$ cat config.mk
export PLATFORM = sky130hd
export DESIGN_NAME = clk_gate_ctrl
export DESIGN_NICKNAME = d
export VERILOG_FILES = /design/src/rtl/clk_gate_ctrl_pkg.sv /design/src/rtl/cg_down_cnt.sv /design/src/rtl/clk_gate_ctrl.sv
export SDC_FILE = /design/constraint.sdc
export NUM_CORES = 1
export LEC_CHECK = 0
export CORE_MARGIN = 3
export CORE_UTILIZATION = 43
export DETAILED_ROUTE_END_ITERATION = 10
export DONT_BUFFER_PORTS = 1
export GPL_ROUTABILITY_DRIVEN = 0
export PLACE_DENSITY = 0.67
export SLEW_MARGIN = 20
export SYNTH_ARGS = -nofsm -noshare
export SYNTH_HDL_FRONTEND = slang
export SYNTH_SLANG_ARGS = --single-unit
$ cat constraint.sdc
create_clock -name clk -period 5.3 [get_ports clk]
set_input_delay 0.795 -clock clk [delete_from_list [all_inputs] [get_ports clk]]
set_output_delay 0.795 -clock clk [all_outputs]
set_load 0.01 [all_outputs]
$ cat src/rtl/clk_gate_ctrl_pkg.sv
// Shared types and sizing helpers for the clock-gate enable controller.
package clk_gate_ctrl_pkg;

    typedef enum logic [1:0] {
        RUN       = 2'd0,
        IDLE_WAIT = 2'd1,
        GATED     = 2'd2
    } cg_state_e;

    localparam int CG_CNT_W = 16;

    // Counter width able to hold n, with n clamped to at least 1.
    function automatic int cnt_w(input int n);
        return $clog2(((n < 1) ? 1 : n) + 1);
    endfunction

endpackage

$ cat src/rtl/cg_down_cnt.sv
// Load/decrement down counter that saturates at zero and exposes only a zero flag.
// Load wins over decrement; zero flag is combinational from the count register.
module cg_down_cnt #(
    parameter int W = 4
) (
    input  logic         clk,
    input  logic         rst_b,
    input  logic         load,
    input  logic [W-1:0] load_val,
    input  logic         dec,
    output logic         zero
);

    localparam logic [W-1:0] ONE = W'(1);

    logic [W-1:0] cnt;

    always_ff @(posedge clk or negedge rst_b) begin
        if (!rst_b) begin
            cnt <= '0;
        end else if (load) begin
            cnt <= load_val;
        end else if (dec && (cnt != '0)) begin
            cnt <= cnt - ONE;
        end
    end

    assign zero = (cnt == '0);

endmodule

$ cat src/rtl/clk_gate_ctrl.sv
// Drives the ICG enable from sleep status, firmware enable and wake sources.
// All outputs are flops; wake restores clk_en one cycle after it is sampled.
module clk_gate_ctrl
    import clk_gate_ctrl_pkg::*;
#(
    parameter int IDLE_CYCLES   = 16,
    parameter int MIN_ON_CYCLES = 4,
    parameter int WAKE_W        = 4
) (
    input  logic                clk,
    input  logic                rst_b,
    input  logic                cg_enable,
    input  logic                core_halted,
    input  logic                force_on,
    input  logic [WAKE_W-1:0]   wake_req,
    output logic                clk_en,
    output logic                cg_active,
    output logic                wake_ack,
    output logic [CG_CNT_W-1:0] gate_count
);

    localparam int IDLE_W = cnt_w(IDLE_CYCLES);
    localparam int MIN_W  = cnt_w(MIN_ON_CYCLES);
    localparam logic [IDLE_W-1:0]   IDLE_LOAD = IDLE_W'(IDLE_CYCLES - 1);
    localparam logic [MIN_W-1:0]    MIN_LOAD  = MIN_W'(MIN_ON_CYCLES);
    localparam logic [CG_CNT_W-1:0] CNT_ONE   = CG_CNT_W'(1);

    cg_state_e             state;
    cg_state_e             nxt_state;
    logic                  gc;
    logic                  idle_load;
    logic                  idle_dec;
    logic                  idle_zero;
    logic                  min_load;
    logic                  min_dec;
    logic                  min_zero;
    logic                  gate_inc;
    logic [CG_CNT_W-1:0]   gate_cnt_q;

    assign gc = cg_enable & core_halted & ~force_on & ~(|wake_req);

    cg_down_cnt #(.W(IDLE_W)) u_idle_cnt (
        .clk      (clk),
        .rst_b    (rst_b),
        .load     (idle_load),
        .load_val (IDLE_LOAD),
        .dec      (idle_dec),
        .zero     (idle_zero)
    );

    cg_down_cnt #(.W(MIN_W)) u_min_on_cnt (
        .clk      (clk),
        .rst_b    (rst_b),
        .load     (min_load),
        .load_val (MIN_LOAD),
        .dec      (min_dec),
        .zero     (min_zero)
    );

    always_comb begin
        nxt_state = state;
        idle_load = 1'b0;
        idle_dec  = 1'b0;
        min_load  = 1'b0;
        min_dec   = 1'b0;
        gate_inc  = 1'b0;
        case (state)
            RUN: begin
                min_dec = 1'b1;
                if (gc && min_zero) begin
                    nxt_state = IDLE_WAIT;
                    idle_load = 1'b1;
                end
            end
            IDLE_WAIT: begin
                // A wake on the final idle cycle beats the gate decision.
                if (!gc) begin
                    nxt_state = RUN;
                end else if (idle_zero) begin
                    nxt_state = GATED;
                    gate_inc  = 1'b1;
                end else begin
                    idle_dec = 1'b1;
                end
            end
            GATED: begin
                if (!gc) begin
                    nxt_state = RUN;
                    min_load  = 1'b1;
                end
            end
            default: nxt_state = RUN;
        endcase
    end

    always_ff @(posedge clk or negedge rst_b) begin
        if (!rst_b) begin
            state      <= RUN;
            clk_en     <= 1'b1;
            cg_active  <= 1'b0;
            wake_ack   <= 1'b0;
            gate_cnt_q <= '0;
        end else begin
            state     <= nxt_state;
            clk_en    <= (nxt_state != GATED);
            cg_active <= (nxt_state == GATED);
            wake_ack  <= (state == GATED) && (nxt_state == RUN);
            if (gate_inc && (gate_cnt_q != '1)) begin
                gate_cnt_q <= gate_cnt_q + CNT_ONE;
            end
        end
    end

    assign gate_count = gate_cnt_q;

endmodule
== After elaboration in Yosys (flattened, before gate mapping) ==
Cells that the tools add are included.

* $add $sub $neg: 3
* Equality and inequality tests: 5
* Muxes and demuxes: 20
* Bitwise logic cells: 5
* Reductions and logical operators: 14

{| class="wikitable"
|+ Operator list
! cell !! number
|-
| $add A16 B1 Y16 const B || 1
|-
| $ne A16 B16 Y1 const B || 1
|-
| $mux W1 || 11
|-
| $mux W5 || 2
|-
| $mux W2 || 4
|-
| $mux W3 || 2
|-
| $pmux W2 S3 || 1
|-
| $logic_and A1 B1 Y1 || 5
|-
| $logic_not A5 Y1 || 1
|-
| $reduce_bool A5 Y1 || 1
|-
| $sub A5 B1 Y5 const B || 1
|-
| $eq A2 B2 Y1 const B || 2
|-
| $logic_not A2 Y1 || 2
|-
| $reduce_bool A2 Y1 || 2
|-
| $reduce_or A4 Y1 || 1
|-
| $and A1 B1 Y1 || 3
|-
| $logic_not A3 Y1 || 1
|-
| $reduce_bool A3 Y1 || 1
|-
| $sub A3 B1 Y3 const B || 1
|-
| $eq A2 B1 Y1 const B || 1
|-
| $ne A2 B2 Y1 const B || 1
|-
| $not A1 Y1 || 2
|}

* Register bits: 29
* Bits of input ports: 9

== Depth between registers and ports, before layout ==
Gate-level depths: netlist of run 1.

* Depth after elaboration: 8
* Gate-level depth with buffers: 6
* Depth with buffers taken out: 6

== Modules after synthesis ==
A second synthesis of run 1 with hierarchy kept.

* Cell total of the unflattened synthesis: 144
* Area, all modules: 1,510.2 sq um

{| class="wikitable"
|+ By module, submodules not included
! module !! instances !! cells an instance !! area each (sq um) !! seq. area each (sq um)
|-
| clk_gate_ctrl || 1 || 93 || 1,016.0 || 526.8
|-
| cg_down_cnt at u_idle_cnt || 1 || 32 || 304.0 || 125.1
|-
| cg_down_cnt at u_min_on_cnt || 1 || 19 || 190.2 || 75.1
|}

== Worst setup path after synthesis of run 1 ==
No wires, ideal clock.

* Path kind: input -> register
* From: input port wake_req[1]
* To: register gate_cnt_q[14] (netlist: gate_count[14])
* Data arrival time: 1.973 ns
* Required time: 5.175 ns
* Setup slack: 3.203 ns
* Cell stages on the path: 4
* Path buffers: 0
* Path through: nor4_4 nand4_1 nor3_1 mux2_2

* Longest elaborated chain between the ends: 6

{| class="wikitable"
|+ Ends and longest elaborated chain
! item !! line !! text
|-
| start, declared || clk_gate_ctrl.sv:15 || <nowiki>input logic [WAKE_W-1:0] wake_req,</nowiki>
|-
| $reduce_or A4 Y1 || clk_gate_ctrl.sv:40 || <nowiki>assign gc = cg_enable & core_halted & ~force_on & ~(|wake_req);</nowiki>
|-
| $not A1 Y1 || clk_gate_ctrl.sv:40 ||
|-
| $and A1 B1 Y1 || clk_gate_ctrl.sv:40 ||
|-
| $mux W1 || clk_gate_ctrl.sv:77 || <nowiki>if (!gc) begin</nowiki>
|-
| $mux W1 || clk_gate_ctrl.sv:67 || <nowiki>case (state)</nowiki>
|-
| $logic_and A1 B1 Y1 || clk_gate_ctrl.sv:108 || <nowiki>if (gate_inc && (gate_cnt_q != '1)) begin</nowiki>
|-
| end signal, assigned || clk_gate_ctrl.sv:109 || <nowiki>gate_cnt_q <= gate_cnt_q + CNT_ONE;</nowiki>
|-
| end, declared || clk_gate_ctrl.sv:38 || <nowiki>logic [CG_CNT_W-1:0] gate_cnt_q;</nowiki>
|}

No other way between the ends.
A chain may end at the register's enable or synchronous reset.

== Final worst setup path of run 1 ==
* From: register gate_cnt_q[0] (netlist: gate_count[0])
* To: register gate_cnt_q[1] (netlist: gate_count[1])

* Longest elaborated chain between the ends: 2

{| class="wikitable"
|+ Ends and longest elaborated chain
! item
|-
| branches (longest 2 deep; another with $add A16 B1 Y16)
|}

Several ways; the timed one is not identified.

==> metrics.md, run 1 <==
| Metric | Value |
|---|---|
| Starting Density | a little under half |
| RSZ-0062 raised after global routing | false |
| CP Class | flop to flop |
| Synth Net Count | 155 |
| Synth warn | 0 |
| Area Growth Syn to Fin | 6.173% |
| Setup TNS Final | 0 ps |
| Fmax | between 400 and 500 MHz |
| Detailed Route Iter0 Violations | 45 |
| Core Region | roughly 3200 um2 |
| Max Cap Violations | 0 |
| Hold_buf cts | 0 |
| Final count of negative-setup-slack endpoints | 0 |
| P_leak | slightly below 0.8 nW |
| Post-synthesis cell area | ~1500 um2 |
| Synth cell types | 38 |
| Met1 usage | approximately 18% |
| DR vias/cell | about 5.7 |
| Io pins | 28 |
| Root Buffer | clkbuf_4 |
| H-tree depth | 2 |
| Die W | between 60 and 70 um |
| Critical path cell sequence | ha_1, nand3_1, nor4_2, nor2_1, mux2_2 |
| Syn Area/Cell | ~11 um2 |
| Placed Area | 1555 um2 |
| Arr. time, crit path | 2510 ps |
| Sink Count | 29 |
| GRT Residual Overflow | 0 |
| WL final | ~3 mm |
| Crit Path Max Fanout | 13 |
| CTS max path bufs | 2 |
| CP max stage delay | ~850 ps |
| Routed len/inst | ~16 um |
| Synth async-reset ratio | between 90% and 100% |
| Critical Path RT | approximately 5500 ps |
| Post_cts resized | 0 |
| Antenna violations before repair | 0 |
| Router iterations before antenna repair | 4 |
| Pin count of the biggest net entering global routing | 30 |
| HPWL after DPL | roughly 2.3 mm |
| Slew @ Worst Pin | slightly above 1000 ps |
| Post-CTS Repair Setup Buffers | 0 |
| Met2 Track Usage GR | a little over a quarter |
| Total CTS buffers | 5 |
| Clock Pin Slew Worst Setup and Hold Paths | approximately 90 ps |
| Slew headroom | about a third |
| Via count | ~1100 |
| Period utilization | between 40% and 50% |
| VDD IR max | ~150 uV |
| TritonCTS clock tree | built |
| Share of layout cells above drive strength 1 | between 10% and 20% |
| Most Crowded Layer GR | met2 |
| Vias in the first global route | ~1100 |
| DIE AREA | approximately 4300 um2 |
| Clock skew | between 10 and 15 ps |
| Overall Global Routing Usage | 15.90% |
| Final instance area | approximately 1600 um2 |
| Post-synth EDFFs | 0 |
| Final ANT Viol Nets | 0 |
| Status | finished, final reports clean |
| Worst path slowest cell | nor4_2 |
| Setup crit start kind | flop |
| Max-slew violations | 0 |
| Endpoint class of the critical path | flop |
| PwrDens | between 200 and 300 nW/um2 |
| Worst skew pair latency | around 330 ps |
| Hold Crit Class | input port to asynchronous set/reset pin |
| Met3 usage | about 6% |
| Synth Register Bits | 29 |
| Die Y | roughly 65 um |
| Hold Vio Cnt, Final | 0 |
| Final nets | about 160 |
| N_diodes | 0 |
| Tmin final | ~2300 ps |
| Gate Count Post-Synth | around 140 |
| First-pass GRT wire length | 5.133 mm |
| Site Rows | 20 |
| Core Util, Final | between 50% and 60% |
| # DRC | 0 |
| Primary FF master, synth | dfrtp_1 |
| Port bufs | 0 |
| Sequential share of the synthesized area | 47.82% |
area by class of cell:
type / count / area, um2
clock buffer: 8 / 58.81
multi-input combinational: 101 / 747.0
sequential: 29 / 726.9
inverter: 7 / 26.28
tap: 44 / 55.05
fill: 316 / 1589
registers in the layout, indices dropped and copies added (netlist names):
name              flops
state                 2
clk_en                1
u_idle_cnt.cnt        5
u_min_on_cnt.cnt      3
wake_ack              1
cg_active             1
gate_count           16
worst max-delay path: cells and delay by family, from the launching register on:
family        cells  cell delay, ps
simple gates      3            1150
mux               1             320
fa+ha+maj         1             240
flops             1             480
routing by layer:
metal / share of wire [%] / vias to the layer above
met3: 6.5 / 6
met1: 41 / 522
met4: 1.8 / 0
li1: - / 516
met5: 0 / -
met2: 50 / 32
placed cells by master (no fill, tap or decap), types with 3 or more instances in the layout:
| cell type | n |
|---|---|
| ha_1 | 5 |
| o21ai_0 | 3 |
| mux2_2 | 3 |
| xor2_1 | 12 |
| nor4_1 | 6 |
| inv_1 | 7 |
| a21oi_1 | 3 |
| nand4_1 | 5 |
| nand2_1 | 9 |
| clkbuf_4 | 5 |
| nand3_1 | 8 |
| dfrtp_1 | 28 |
| and3_1 | 3 |
| nand2b_1 | 4 |
| or3_1 | 4 |
| nor3_1 | 7 |
| nor2_1 | 4 |
cell families (layout without fill, tap and decap cells):
family	after synthesis	count (layout)	synth area share, %
adder cells (fa/ha/maj)	5	5	4.115
flip-flops	29	29	47.82
buffers and inverters	11	15	3.045
XOR/XNOR	14	14	8.066
AO/OA/AOI/OAI	14	14	5.926
multiplexers	3	3	2.222
AND/OR/NAND/NOR	65	65	28.81
metrics by stage:
stage | instances | hold WS [ps] | power (mW) | worst slack, ps
after floorplan | 141 | 494.9 | 0.3141 | 3203
after global placement | 181 | 500.2 | 0.3219 | 3068
after detailed placement | 181 | 500.1 | 0.3314 | 3027
after CTS | 189 | 133.1 | 0.4680 | 2994
after global routing | 189 | 116.2 | 0.4957 | 2761
final | 189 | 146.3 | 0.4610 | 3016
cells in the mapped netlist (2+ instances only):
library cell	n	area, um2
nor4b_1	2	17.52
nor3_1	7	35.03
or3_1	4	25.02
nand2_1	9	33.78
nor4_1	6	37.54
mux2_2	3	33.78
inv_1	7	26.28
nor2_1	4	15.01
buf_2	3	15.01
nand4_1	5	31.28
and3_1	3	18.77
and3b_1	2	17.52
nor4_2	2	25.02
dfrtp_1	28	700.7
o21ai_0	3	15.01
o22ai_1	2	12.51
nand3_1	8	40.04
xnor2_1	2	17.52
nand2b_1	4	25.02
xor2_1	12	105.1
a21oi_1	3	15.01
ha_1	5	62.56
a21boi_0	2	15.01
path summary, 6_finish.rpt:
path	startpoint	to	slack, ps	cells past startpoint
worst min-delay path	rst_b	gate_count[11]$_DFFE_PN0P_	150	0
worst max register to register	gate_count[0]$_DFFE_PN0P_	gate_count[1]$_DFFE_PN0P_	3020	5
min in group clk	u_idle_cnt.cnt[1]$_DFFE_PN0P_	u_idle_cnt.cnt[1]$_DFFE_PN0P_	560	2
worst max-delay path	gate_count[0]$_DFFE_PN0P_	gate_count[1]$_DFFE_PN0P_	3020	5
worst min register to register	u_idle_cnt.cnt[1]$_DFFE_PN0P_	u_idle_cnt.cnt[1]$_DFFE_PN0P_	560	2
max in group asynchronous	rst_b	clk_en$_DFF_PN1_	4970	0
power by group:
group / leakage [nW] / internal, mW / switching, mW
sequential: 0.385 / 0.238 / 0.0148
clock: 0.0326 / 0.0653 / 0.0695
combinational: 0.361 / 0.0343 / 0.0386
Note: power is estimated with default switching activity, not from simulation.
==> inputs of run 2 (changes only) <==
--- a/config.mk
+++ b/config.mk
@@ -10,7 +10,7 @@
 export DETAILED_ROUTE_END_ITERATION = 10
 export DONT_BUFFER_PORTS = 1
 export GPL_ROUTABILITY_DRIVEN = 0
-export PLACE_DENSITY = 0.67
+export PLACE_DENSITY = 0.69
 export SLEW_MARGIN = 20
 export SYNTH_ARGS = -nofsm -noshare
 export SYNTH_HDL_FRONTEND = slang
==> constraint.sdc (replaced) <==
create_clock -name clk -period 1.93 [get_ports clk]
set_input_delay 0.2895 -clock clk [delete_from_list [all_inputs] [get_ports clk]]
set_output_delay 0.2895 -clock clk [all_outputs]
set_load 0.01 [all_outputs]
==> run 2 against run 1 <==
  * Die area stayed put
  * Sequential share of layout area is 5.8 points lower
  * Final area is 15% higher
  * Maximum frequency is 22% higher
==> metrics.md, run 2 (synthesis gave the netlist of run 1 again) <==
| Metric | Value |
|---|---|
| Max Cap Violations | 0 (unchanged) |
| Status | finished, final reports clean |
| Final nets | 171 (+8.2%) |
| Max-slew violations | 0 (unchanged) |
| Antenna violations before repair | 0 (unchanged) |
| Io pins | 28 (unchanged) |
| Vias in the first global route | 1164 (+4.6%) |
| PwrDens | 774.3 nW/um2 (+170%) |
| DR vias/cell | 5.698 (about the same) |
| Fmax | 535.6 MHz (+22%) |
| Detailed Route Iter0 Violations | 55 (+22%) |
| Root Buffer | clkbuf_4 |
| N_diodes | 0 (unchanged) |
| Hold Vio Cnt, Final | 0 (unchanged) |
| Max FFs per register | 16 (unchanged) |
| Endpoint class of the critical path | flop |
| Port bufs | 0 (unchanged) |
| CTS max path bufs | 2 (unchanged) |
| Pin count of the biggest net entering global routing | 30 (unchanged) |
| P_leak | 0.8788 nW (+13%) |
| First-pass GRT wire length | 5.395 mm (+5.1%) |
| Overall Global Routing Usage | 16.48% (+0.59 points) |
| WL final | 3.284 mm (+11%) |
| # DRC | 0 (unchanged) |
| Period utilization | 96.74% (+54 points) |
| Slew @ Worst Pin | 487.2 ps (-531.8 ps) |
| Slew headroom | 67.44% (+36 points) |
| GRT Residual Overflow | 0 (unchanged) |
| Total CTS buffers | 5 (unchanged) |
| VDD IR max | 464.6 uV (+210%) |
| Most frequent cells in the layout | 28 x dfrtp_1, 12 x xor2_1, 10 x buf_4, 9 x nand2_1, 8 x nand3_1 |
| Setup crit start kind | flop |
| Setup TNS Final | 0 ps (unchanged) |
| DIE AREA | 4285 um2 (unchanged) |
| Share of layout cells above drive strength 1 | 25.95% (+14 points) |
| Router iterations before antenna repair | 4 (unchanged) |
| HPWL after DPL | 2.273 mm (-0.56%) |
| Worst skew pair latency | 330 ps (about the same) |
| Sink Count | 29 (unchanged) |
| CP Class | flop to flop |
| Arr. time, crit path | 2090 ps (-420 ps) |
| Tmin final | 1867 ps (-417.3 ps) |
| Starting Density | 47.46% (unchanged) |
| Via count | 1151 (+7.0%) |
| Routed len/inst | 16.26 um (+4.0%) |
| Final ANT Viol Nets | 0 (unchanged) |
| Hold Crit Class | input port to flop |
| TritonCTS clock tree | built |
| Clock skew | 17.34 ps (+2.913 ps) |
| Final count of negative-setup-slack endpoints | 0 (unchanged) |
| Clock Pin Slew Worst Setup and Hold Paths | 100 ps (about the same) |
| Final instance area | 1854 um2 (+15%) |
| Commonest non-fill, non-tap cell in the layout | dfrtp_1 |
| Crit Path Max Fanout | 5 (-8) |
| Die W | 65.46 um (unchanged) |
| H-tree depth | 2 (unchanged) |
| Area Growth Syn to Fin | 21.98% |
| Site Rows | 20 (unchanged) |
| Total power | 1.436 mW (+210%) |
| Hold Slack | 324.8 ps (+178.5 ps) |
| Placed Area | 1615 um2 (+3.9%) |
| Die Y | 65.46 um (unchanged) |
| Critical Path RT | 2150 ps (-3370 ps) |
| Core Region | 3203 um2 (unchanged) |
## run 2: cell types whose count changed in the layout (fill, tap and decap cells not counted), moves of 2 or more
| cell | delta |
|---|---|
| inv_2 | +2 |
| nor4b_4 | +2 |
| nor4b_1 | -2 |
| buf_4 | +10 |
| inv_1 | -2 |
| nor4_1 | -4 |
| nor4_4 | +3 |
| nor3_1 | -2 |
| nor3_2 | +2 |
## run 2: power breakdown
part	internal (mW)	total, mW	leakage [nW]	switching [mW]
registers	0.655	0.696	0.385	0.0413
logic	0.105	0.225	0.449	0.119
clock network	0.309	0.515	0.0455	0.206
total	1.07	1.44	0.879	0.366
## run 2: repair_timing
item / in CTS / in global routing
resized for setup: 0 / 18
buffers inserted: 0 / 3
endpoints found under the hold margin: 29 / 0
endpoints found under the setup margin: 0 / 11
hold buffers: 2 / 0
## run 2: worst paths after layout
path                                       startpoint                    endpoint  slack [ps]  cells past startpoint
hold / removal                            wake_req[2]          state[0]$_DFF_PN0_         320                      3
hold reg to reg            gate_count[13]$_DFFE_PN0P_  gate_count[13]$_DFFE_PN0P_         560                      1
setup reg to reg            gate_count[6]$_DFFE_PN0P_  gate_count[15]$_DFFE_PN0P_          60                      4
min in group asynchronous                       rst_b   gate_count[5]$_DFFE_PN0P_         400                      2
max in group asynchronous                       rst_b            clk_en$_DFF_PN1_        1290                      2
setup / recovery            gate_count[6]$_DFFE_PN0P_  gate_count[15]$_DFFE_PN0P_          60                      4
## run 2: area by class of cell
cell class | instances | area, um2
clock buffer | 7 | 55.05
clock inverter | 1 | 30.03
fill | 277 | 1349
inverter | 7 | 26.28
multi-input combinational | 101 | 840.8
sequential | 29 | 726.9
tap | 44 | 55.05
timing repair buffer | 13 | 120.1
## run 2: worst max-delay path: stages, from the launching register on
cell and delay, ps:
dfrtp_1 500, and3_1 270, nand4_1 270, nor4_4 360
mux2_2 360
## run 2: through the flow
| step | util, % | instances | setup slack (ps) |
|---|---|---|---|
| floorplan | - | 141 | 129.7 |
| global placement | 50.43 | 189 | 111.7 |
| detailed placement | 50.43 | 189 | 47.71 |
| CTS | 54.02 | 199 | 44.07 |
| global route | 57.89 | 202 | -11.18 |
| finish | 57.89 | 202 | 62.83 |
## run 2: layer usage
metal	global-route usage, %	vias to the layer above	wire, um
li1	-	538	-
met1	20.24	560	1409
met2	26.55	43	1598
met3	6.496	10	214
met4	5.181	0	61
met5	0	-	0
==> inputs of run 3 (changes only) <==
--- a/config.mk
+++ b/config.mk
@@ -14,4 +14,6 @@
 export SLEW_MARGIN = 20
 export SYNTH_ARGS = -nofsm -noshare
 export SYNTH_HDL_FRONTEND = slang
+export SYNTH_HIERARCHICAL = 1
 export SYNTH_SLANG_ARGS = --single-unit
+export TNS_END_PERCENT = 30
==> run 3 against run 2 <==
  * The flow now finishes with violations (negative setup slack)
  * Area after synthesis decreased by 0.66%
  * Critical path type unchanged
  * First-iteration DRC count is 31% higher
  * Non-clock buffer count is 18 higher
  * Largest power group unchanged
  * Clock-buffer cell count grew 1
==> metrics.md, run 3 <==
| Metric | Value |
|---|---|
| Root Buffer | clkbuf_4 |
| N_diodes | 0 (unchanged) |
| Layout Cells excl Fill | 231 (+14%) |
| CTS max path bufs | 2 (unchanged) |
| Antenna violations before repair | 0 (unchanged) |
| Worst path slowest cell | or4b_4 |
| Core Region | 3203 um2 (unchanged) |
| Via count | 1219 (+5.9%) |
| Multi-input gate area | 809.5 um2 (-3.7%) |
| Combinational share of power | 20.4% (+4.8 points) |
| HP Start | cg_enable |
| Commonest cells post-synth | 28 x dfrtp_1, 12 x nand2_1, 11 x xnor2_1 |
| Final count of negative-setup-slack endpoints | 20 (+20) |
| Total CTS buffers | 5 (unchanged) |
| Sink Count | 29 (unchanged) |
| Crit Path Max Fanout | 3 (-2) |
| Final worst slack | -277.8 ps (-340.7 ps) |
| Io pins | 28 (unchanged) |
| Area share of the largest cell type after synthesis | 46.40% (+0.31 points) |
| Post-synthesis cell area | 1510 um2 (-0.66%) |
| Internal power | 0.9799 mW (-8.4%) |
| GRT Residual Overflow | 0 (unchanged) |
| First-pass GRT wire length | 5.637 mm (+4.5%) |
| Die W | 65.26 um (-0.31%) |
| Most frequent cells in the layout | 28 x dfrtp_1, 28 x buf_4, 12 x nand2_1, 11 x xnor2_1 |
| Dpl ws | -313.9 ps (-361.6 ps) |
| Routed len/inst | 14.37 um (-12%) |
| Dominant cells by area after synthesis | dfrtp_1 46%, xnor2_1 6.4%, ha_1 3.3% |
| Max FFs per register | 16 (unchanged) |
| Switch Pwr | 0.3765 mW (+2.7%) |
| Failing checks | negative setup slack |
| Starting Density | 47.15% (-0.31 points) |
| VDD IR max | 442.9 uV (-4.7%) |
| Synth cell types | 39 (+2.6%) |
| Site Rows | 20 (unchanged) |
| Primary FF master, synth | dfrtp_1 |
| Max Cap Violations | 0 (unchanged) |
| Critical Path RT | 2200 ps (+50 ps) |
| Router iterations before antenna repair | 4 (unchanged) |
| RSZ-0062 raised after global routing | true |
| Status | finished, violations left |
| Hold Slack | 303.5 ps (-21.29 ps) |
| Synth warn | 6 (+6) |
| Detailed Route Iter0 Violations | 72 (+31%) |
| Fmax | 452.9 MHz (-15%) |
| Die Y | 65.26 um (-0.31%) |
| Worst hold endpoint | cg_active$_DFF_PN0_ |
| Hold depth | 3 (unchanged) |
| CP max stage delay | 590 ps (+90 ps) |
| R2r startpoint | u_idle_cnt/cnt[0]$_DFFE_PN0P_ |
| Arr. time, crit path | 2470 ps (+380 ps) |
| HPWL after DPL | 2.324 mm (+2.3%) |
| Worst skew pair latency | 330 ps (about the same) |
| Clock Pin Slew Worst Setup and Hold Paths | 100 ps (about the same) |
| Synth async-reset ratio | 100.0% (unchanged) |
| Final nets | 199 (+16%) |
| Critical path cell sequence | inv_2, ha_4, or4b_4, inv_2, nand3b_1, or4b_4, nor2_2, xor2_1 |
| Cell with the most instances after synthesis | dfrtp_1 |
| Area Growth Syn to Fin | 27.92% |
| Hold Vio Cnt, Final | 0 (unchanged) |
| Overall Global Routing Usage | 17.28% (+0.79 points) |
| Port bufs | 0 (unchanged) |
| Setup crit start kind | flop |
| Gate Count Post-Synth | 144 (+2.1%) |
| DIE AREA | 4259 um2 (-0.61%) |
| Syn Area/Cell | 10.49 um2 (-2.7%) |
| WL final | 3.319 mm (+1.1%) |
| PwrDens | 702.1 nW/um2 (-9.3%) |
| RR Endpoint | gate_count[10]$_DFFE_PN0P_ |
| Final instance area | 1932 um2 (+4.2%) |
| Buffers plus inverters on the worst setup path | 2 (+2) |
| CP Class | flop to flop |
| DR vias/cell | 5.277 (-7.4%) |
| P_leak | 0.8551 nW (-2.7%) |
| Max-slew violations | 0 (unchanged) |
| TritonCTS clock tree | built |
| Sw Share | 27.76% (+2.2 points) |
| Sequential share of the synthesized area | 48.14% (+0.32 points) |
| # DRC | 0 (unchanged) |
| FF-to-FF path depth | 8 (+4) |
| H-tree depth | 2 (unchanged) |
| Hold Crit Class | input port to flop |
| Tmin final | 2208 ps (+340.7 ps) |
| Clock Power Share | 29.3% (-6.6 points) |
| Final ANT Viol Nets | 0 (unchanged) |
| R2r setup slk | -280 ps (-340 ps) |
| Post-synth EDFFs | 0 (unchanged) |
| Placed cells | 213 (+13%) |
| FF/Latch Area | 726.9 um2 (unchanged) |
| Final-layout fill cell count | 273 (-1.4%) |
| Reg power frac | 50.2% (+1.7 points) |
| Vias in the first global route | 1217 (+4.6%) |
| Endpoint class of the critical path | flop |
| CP top delay family | simple AND/OR/NAND/NOR gates |
| Clock skew | 14.06 ps (-3.279 ps) |
| Post-synth top area cell | dfrtp_1 |
| Period utilization | 114.4% (+18 points) |
| Pin count of the biggest net entering global routing | 30 (unchanged) |
| Placed Area | 1742 um2 (+7.8%) |
| Synth Register Bits | 29 (unchanged) |
| Share of layout cells above drive strength 1 | 31.02% (+5.1 points) |
[run 3: cell types whose count changed in the layout (fill, tap and decap cells not counted), moves of 4 or more]
| cell | delta |
|---|---|
| nor2_1 | +4 |
| nor2b_1 | +4 |
| xnor2_1 | +9 |
| conb_1 | +8 |
| buf_4 | +18 |
| xor2_1 | -9 |
[run 3: per-stage QoR]
stage | power (mW) | util (%) | setup TNS (ps)
floorplan | 0.8680 | - | -2229
global placement | 0.9135 | 54.37 | -1742
detailed placement | 0.9292 | 54.37 | -3387
CTS | 1.362 | 59.06 | -2765
global route | 1.434 | 60.31 | -5170
finish | 1.356 | 60.31 | -2895
[run 3: worst max-delay path by stage]
stage | start | endpoint | slack (ps) | cells past startpoint
after floorplan | u_idle_cnt/cnt[0]$_DFFE_PN0P_ | gate_count[12]$_DFFE_PN0P_ | -220 | 8
after global placement | u_idle_cnt/cnt[0]$_DFFE_PN0P_ | gate_count[12]$_DFFE_PN0P_ | -230 | 8
after detailed placement | u_idle_cnt/cnt[0]$_DFFE_PN0P_ | gate_count[12]$_DFFE_PN0P_ | -310 | 8
after CTS | u_idle_cnt/cnt[1]$_DFFE_PN0P_ | gate_count[12]$_DFFE_PN0P_ | -290 | 8
after global routing | u_idle_cnt/cnt[0]$_DFFE_PN0P_ | gate_count[12]$_DFFE_PN0P_ | -380 | 8
final | u_idle_cnt/cnt[0]$_DFFE_PN0P_ | gate_count[10]$_DFFE_PN0P_ | -280 | 8
[run 3: power groups by stage]
| stage | combinational [mW] | sequential [mW] | clock (mW) |
|---|---|---|---|
| floorplan | 0.179 | 0.689 | 0 |
| global placement | 0.220 | 0.693 | 0 |
| detailed placement | 0.237 | 0.693 | 0 |
| CTS | 0.274 | 0.681 | 0.407 |
| global route | 0.314 | 0.685 | 0.435 |
| finish | 0.277 | 0.681 | 0.398 |
[run 3: cells by family after synthesis]
kind of cell | synth area share, %
flops | 48.14
fa+ha+maj | 3.314
mux | 0.7456
xor+xnor | 8.119
other cells | 0.4973
compound gates | 8.948
simple gates | 27.67
buf+inv | 2.568
[run 3: worst reg2reg max path, delay by kind of cell (launching register included)]
| family | cells | cell delay [ps] |
|---|---|---|
| flops | 1 | 400 |
| buf+inv | 2 | 170 |
| simple gates | 4 | 1310 |
| xor+xnor | 1 | 140 |
| fa+ha+maj | 1 | 130 |
[run 3: metal layers]
metal / wire length, um / track usage [%] / vias up
li1: - / - / 588
met1: 1495 / 21.93 / 598
met2: 1643 / 28.07 / 26
met3: 130 / 4.786 / 7
met4: 50 / 6.218 / 0
met5: 0 / 0 / -
[run 3: cell type report]
class / instances / share of cell area (%)
Sequential cell: 29 / 37.63
Clock buffer: 8 / 3.044
Timing Repair Buffer: 31 / 13.02
Inverter: 8 / 1.554
Multi-Input combinational cell: 111 / 41.90
Tap cell: 44 / 2.850
[run 3: repair_timing]
item	4_1_cts	5_1_grt
endpoints found under the setup margin	19	23
endpoints found under the hold margin	29	0
hold buffers	2	0
resized for setup	5	6
pin swaps	14	4
setup buffers	6	2
